File: src/rtl/led_cpu_core.sv
// Accumulator-style 8-register core with req/ack instruction fetch, carry/zero flags,
// HALT/resume and a divided LED-matrix row scanner. Optional DEBUG_REGS_EN adds dbg_regs/dbg_state.
module led_cpu_core #(
    parameter int DATA_W     = 8,
    parameter int PC_W       = 11,
    parameter int SCAN_DIV_W = 13
) (
    input  logic              clk,
    input  logic              rst_n,
    output logic              imem_req,
    output logic [PC_W-1:0]   imem_addr,
    input  logic              imem_ack,
    input  logic [15:0]       imem_data,
    input  logic              resume,
    output logic              halted,
    output logic              c_flag,
    output logic              z_flag,
    output logic [PC_W-1:0]   pc_out,
    output logic [DATA_W-1:0] row,
`ifdef DEBUG_REGS_EN
    output logic [8*DATA_W-1:0] dbg_regs,
    output logic [1:0]          dbg_state,
`endif
    output logic [7:0]        col
);

    // Handshake: a fetch completes on a cycle where imem_req && imem_ack are both high;
    // imem_req stays high (with imem_addr stable) until that cycle, ack alone is ignored.
    typedef enum logic [1:0] {
        FETCH = 2'd0,
        EXEC  = 2'd1,
        HALT  = 2'd2
    } state_t;

    state_t              state, state_next;
    logic                req_en;
    logic [15:0]         ir;
    logic [PC_W-1:0]     pc;
    logic [DATA_W-1:0]   regs [8];
    logic [SCAN_DIV_W+2:0] scan_cnt;

    logic [4:0]          op;
    logic [2:0]          rd_idx, rs_idx;
    logic [7:0]          imm;
    logic [DATA_W-1:0]   rd_val, rs_val;
    logic [DATA_W-1:0]   alu_res;
    logic                reg_we, c_next, z_next;
    logic [PC_W-1:0]     pc_next, imm_pc;
    logic                fetch_done;
    logic [2:0]          scan_idx;
    logic [DATA_W-1:0]   scan_reg;

    assign op     = ir[15:11];
    assign rd_idx = ir[10:8];
    assign rs_idx = ir[2:0];
    assign imm    = ir[7:0];
    assign rd_val = regs[rd_idx];
    assign rs_val = regs[rs_idx];
    assign imm_pc = PC_W'(imm);

    // req_en keeps imem_req low while in reset and raises it from the first clock after release.
    assign imem_req   = req_en && (state == FETCH);
    assign imem_addr  = pc;
    assign halted     = (state == HALT);
    assign fetch_done = imem_req && imem_ack;

    always_comb begin
        state_next = state;
        case (state)
            FETCH: if (fetch_done) state_next = EXEC;
            EXEC:  state_next = (op == 5'd16) ? HALT : FETCH;
            HALT:  if (resume) state_next = FETCH;
            default: state_next = FETCH;
        endcase
    end

    always_comb begin
        alu_res = '0;
        reg_we  = 1'b0;
        c_next  = c_flag;
        z_next  = z_flag;
        pc_next = pc + 1'b1;
        case (op)
            5'd1:  begin alu_res = rs_val;          reg_we = 1'b1; end
            5'd2:  begin alu_res = DATA_W'(imm);    reg_we = 1'b1; end
            5'd3:  begin {c_next, alu_res} = {1'b0, rd_val} + {1'b0, rs_val}; reg_we = 1'b1; end
            5'd4:  begin alu_res = rd_val - rs_val; c_next = (rd_val < rs_val); reg_we = 1'b1; end
            5'd5:  begin alu_res = rd_val & rs_val; reg_we = 1'b1; end
            5'd6:  begin alu_res = rd_val | rs_val; reg_we = 1'b1; end
            5'd7:  begin alu_res = rd_val ^ rs_val; reg_we = 1'b1; end
            5'd8:  begin alu_res = ~rd_val;         reg_we = 1'b1; end
            5'd9:  begin alu_res = rd_val + 1'b1;   c_next = &rd_val; reg_we = 1'b1; end
            5'd10: begin alu_res = {rd_val[0], rd_val[DATA_W-1:1]}; reg_we = 1'b1; end
            5'd11: begin alu_res = {rd_val[DATA_W-2:0], rd_val[DATA_W-1]}; reg_we = 1'b1; end
            5'd12: pc_next = imm_pc;
            5'd13: begin if (!c_flag) pc_next = imm_pc; c_next = 1'b0; end
            5'd14: begin if (c_flag) pc_next = imm_pc; c_next = 1'b0; end
            5'd15: if (z_flag) pc_next = imm_pc;
            // HALT keeps pc on its own address; resume advances it.
            5'd16: pc_next = pc;
            default: ;
        endcase
        if (op >= 5'd3 && op <= 5'd11) z_next = (alu_res == '0);
    end

    always_ff @(posedge clk or negedge rst_n) begin
        if (!rst_n) begin
            state  <= FETCH;
            req_en <= 1'b0;
            ir     <= '0;
            pc     <= '0;
            pc_out <= '0;
            c_flag <= 1'b0;
            z_flag <= 1'b0;
            for (int i = 0; i < 8; i++) regs[i] <= '0;
        end else begin
            state  <= state_next;
            req_en <= 1'b1;
            if (state == FETCH && fetch_done) ir <= imem_data;
            if (state == EXEC) begin
                if (reg_we) regs[rd_idx] <= alu_res;
                c_flag <= c_next;
                z_flag <= z_next;
                pc     <= pc_next;
                pc_out <= pc;
            end
            if (state == HALT && resume) pc <= pc + 1'b1;
        end
    end

    always_ff @(posedge clk or negedge rst_n) begin
        if (!rst_n) scan_cnt <= '0;
        else        scan_cnt <= scan_cnt + 1'b1;
    end

    assign scan_idx = scan_cnt[SCAN_DIV_W+2 -: 3];
    assign scan_reg = regs[scan_idx];
    assign col      = ~(8'h80 >> scan_idx);

    always_comb begin
        row = '0;
        for (int i = 0; i < DATA_W; i++) row[i] = scan_reg[DATA_W-1-i];
    end

`ifdef DEBUG_REGS_EN
    always_comb begin
        dbg_regs = '0;
        for (int k = 0; k < 8; k++) dbg_regs[k*DATA_W +: DATA_W] = regs[k];
    end
    assign dbg_state = state;
`endif

endmodule
File: config.mk
export PLATFORM = sky130hd
export DESIGN_NAME = led_cpu_core
export DESIGN_NICKNAME = d
export VERILOG_FILES = /design/src/rtl/led_cpu_core.sv
export SDC_FILE = /design/constraint.sdc
export NUM_CORES = 1
export LEC_CHECK = 0
export BUFFER_PORTS_ARGS = -buffer_cell sky130_fd_sc_hd__buf_4
export CAP_MARGIN = 25
export CORE_MARGIN = 10
export CORE_UTILIZATION = 60
export CTS_CLUSTER_SIZE = 20
export DETAILED_ROUTE_END_ITERATION = 10
export GPL_ROUTABILITY_DRIVEN = 1
export PLACE_DENSITY_LB_ADDON = 0.25
export SYNTH_ARGS = -nofsm -noshare
export SYNTH_HDL_FRONTEND = slang
export SYNTH_SLANG_ARGS = --single-unit
File: constraint.sdc
create_clock -name clk -period 10.3 [get_ports clk]
set_clock_uncertainty 0.1 [all_clocks]
set_input_delay 1.03 -clock clk [delete_from_list [all_inputs] [get_ports clk]]
set_output_delay 1.03 -clock clk [all_outputs]
set_load 0.01 [all_outputs]
==> results.md <==
- Number of flops mapped to enable cells by yosys: 0
- Global-route congestion overflow total: 0
- Cells after Synth: around 730
- First-pass GRT wire length: between 30000 and 40000 um
- CTS HTree Levels: 4
- Ys flop type: dfrtp_1
- Max-slew headroom: 0.283
- Starting Density: 0.615
- Leading area contributor after synthesis: dfrtp_1
- Detailed Place HPWL: 15700 um
- I/O Buffers: 61
- Synth Cell Area: around 0.0081 mm2
- Worst-margin pin slew: between 1000 and 1500 ps
- CTS Buf Count: 17
- Remaining DRCs: 0
- CP endpoint kind: flip-flop
- RSZ-0062 raised after global routing: no
- Worst skew pair latency: approximately 420 ps
- Hold Buf Count CTS: 0
- Hold WS: roughly 370 ps
- DR WL/cell: 23.3 um
- Worst hold path type: flip-flop to flip-flop
- Max Cap Viol: 0
- Crit Path Max Fanout: 27
- Count leader, synth: dfrtp_1
- P_leak: around 4 nW
- PostCTS Resize Cnt: 0
- Peak supply drop: ~0.14 mV
- Post-synth top cells: 123 x dfrtp_1, 87 x mux2_2, 46 x nor2_1
- Post-Syn Area per Cell: around 11 um2
- Post-synth top area share: 0.378
- Routed Antenna Nets: 0
- TritonCTS clock tree: yes
- Endpoints failing setup: 0
- Worst-path clk slew: 60 ps
- RePlAce Congestion: a little under 1
- Pwr Density: between 200 and 250 mW/mm2
- Synth area leaders: dfrtp_1 38%, mux2_2 12%, mux4_2 10%
- Critical path arrival: a little over 5000 ps
- Sum Neg Setup Slack: 0 ps
- # fillers: around 950
- Mapped Nets: between 700 and 800
- Tmin final: approximately 4900 ps
- Routed wire length: about 23000 um
- Maximum clock rate: 205 MHz
- GRT Total Usage: 0.250
- Area growth from synthesis to layout: 15.0%
- Num ports: 62
- R2r endpoint: regs[15]
- Register bit count reported by yosys: between 100 and 150
- Clk buf depth: 2
- # Post-CTS Setup Buffers: 0
- Core Area: 0.0132 mm2
- Via density: between 6 and 7
- Hold Path Depth: 1
- Req. time, crit path: 10460 ps
- Slew Viols, Final: 0
- Yosys Warn Count: 0
- Vias in the first global route: 6604
- Beginning of the worst hold path: scan_cnt[4]
- Synth async-reset ratio: 1.00
- CP startpoint: ir[9]
- Ant diodes: 0
- Layout Utilization: 0.706
- Nets: approximately 830
- Largest net degree at the start of global routing: 67
- Synth cell types: 75
- Clk sink count: approximately 120
- Initial antenna violation count: 0
- Final worst path period share: 0.474
- Clk root buf: clkbuf_16
- Die width: 136 um
- Die Ht: about 140 um
- Final Power: between 2 and 2.5 mW
- Die Area: approximately 0.019 mm2
- Final count of hold timing violations: 0
- Fraction of layout cells with a size suffix above 1: 0.311
- Status: finished clean
- Reg2Reg Depth: 12
- Initial DRT Pass Iterations: 8
- FF-to-FF Start: ir[9]
- DR iter-0 viols: between 700 and 800
- Critical Path Start Type: flip-flop
- Post-synthesis sequential area ratio: 0.378
- FP Rows: between 40 and 50
- Critical Path Sink: regs[15]
- Routed vias: around 6500
- Critical path type: flip-flop to flip-flop
- Reg2reg setup slack: approximately 5400 ps
critical path, stage by stage, from the launching register on:
cell and delay, ps:
dfrtp_1 320, buf_4 350, mux4_1 620, mux2i_1 660, inv_1 150, ha_1 290
a211oi_1 270, o21ai_0 190, a2111oi_0 690, nor3_1 110, or3_1 390, a21oi_2 380
a21oi_1 150
logic make-up after synthesis:
kind of cell | count (synthesis) | synth area share
and+or+nand+nor | 190 | 0.118
muxes | 150 | 0.272
AOI/OAI and AO/OA | 147 | 0.126
DFF | 123 | 0.378
buffers and inverters | 74 | 0.0378
adders and majority gates | 29 | 0.0464
xor gates and xnor gates | 20 | 0.0215
other | 1 | 0.000461
cell type report:
cell class	count	area, um2	area share
Multi-Input combinational cell	537	4760	0.509
Inverter	36	135	0.0144
Sequential cell	123	3080	0.329
Tap cell	176	220	0.0235
Clock buffer	19	443	0.0473
Timing Repair Buffer	70	553	0.0591
Clock inverter	13	164	0.0175
layout by cell type (no fill, tap or decap), types with 11 or more instances in the layout:
cell       instances
a21oi_1           32
inv_1             33
mux4_2            36
ha_1              27
mux2_2            87
nand3_1           27
mux2i_1           15
buf_4             68
clkbuf_16         17
nor3_1            11
o21ai_0           34
nand2_1           42
dfrtp_1          123
nor2_1            46
xnor2_1           16
power by group:
| group | internal [mW] | switching [mW] |
|---|---|---|
| Clock | 0.388 | 0.227 |
| Sequential | 0.597 | 0.155 |
| Combinational | 0.417 | 0.505 |
worst min path at each step:
stage	to	slack, ps
final	scan_cnt[4]	370
after global placement	scan_cnt[5]	350
after detailed placement	scan_cnt[4]	360
after floorplan	scan_cnt[5]	340
after CTS	scan_cnt[4]	370
after global routing	scan_cnt[4]	390
flip-flops by register name (all words and copies together) (netlist names):
register / flops
regs: 64
ir: 16
state: 2
imem_addr: 11
scan_cnt: 16
req_en: 1
z_flag: 1
c_flag: 1
pc_out: 11
metal layers:
metal / vias to the layer above / global-route usage / share of wire
li1: 2874 / - / -
met1: 3240 / 0.313 / 0.41
met3: 66 / 0.0638 / 0.078
met4: 0 / 0.122 / 0.033
met5: - / 0 / 0
met2: 345 / 0.395 / 0.48
per-stage QoR:
step                      setup WS [ps]  area (um2)  instances
after detailed placement           5530        8720        941
after global routing               5160        9360        974
after floorplan                    6390        8140        734
final                              5420        9360        974
after global placement             5560        8710        940
after CTS                          5500        9330        973
No activity file was read; power rests on OpenSTA's default activity.
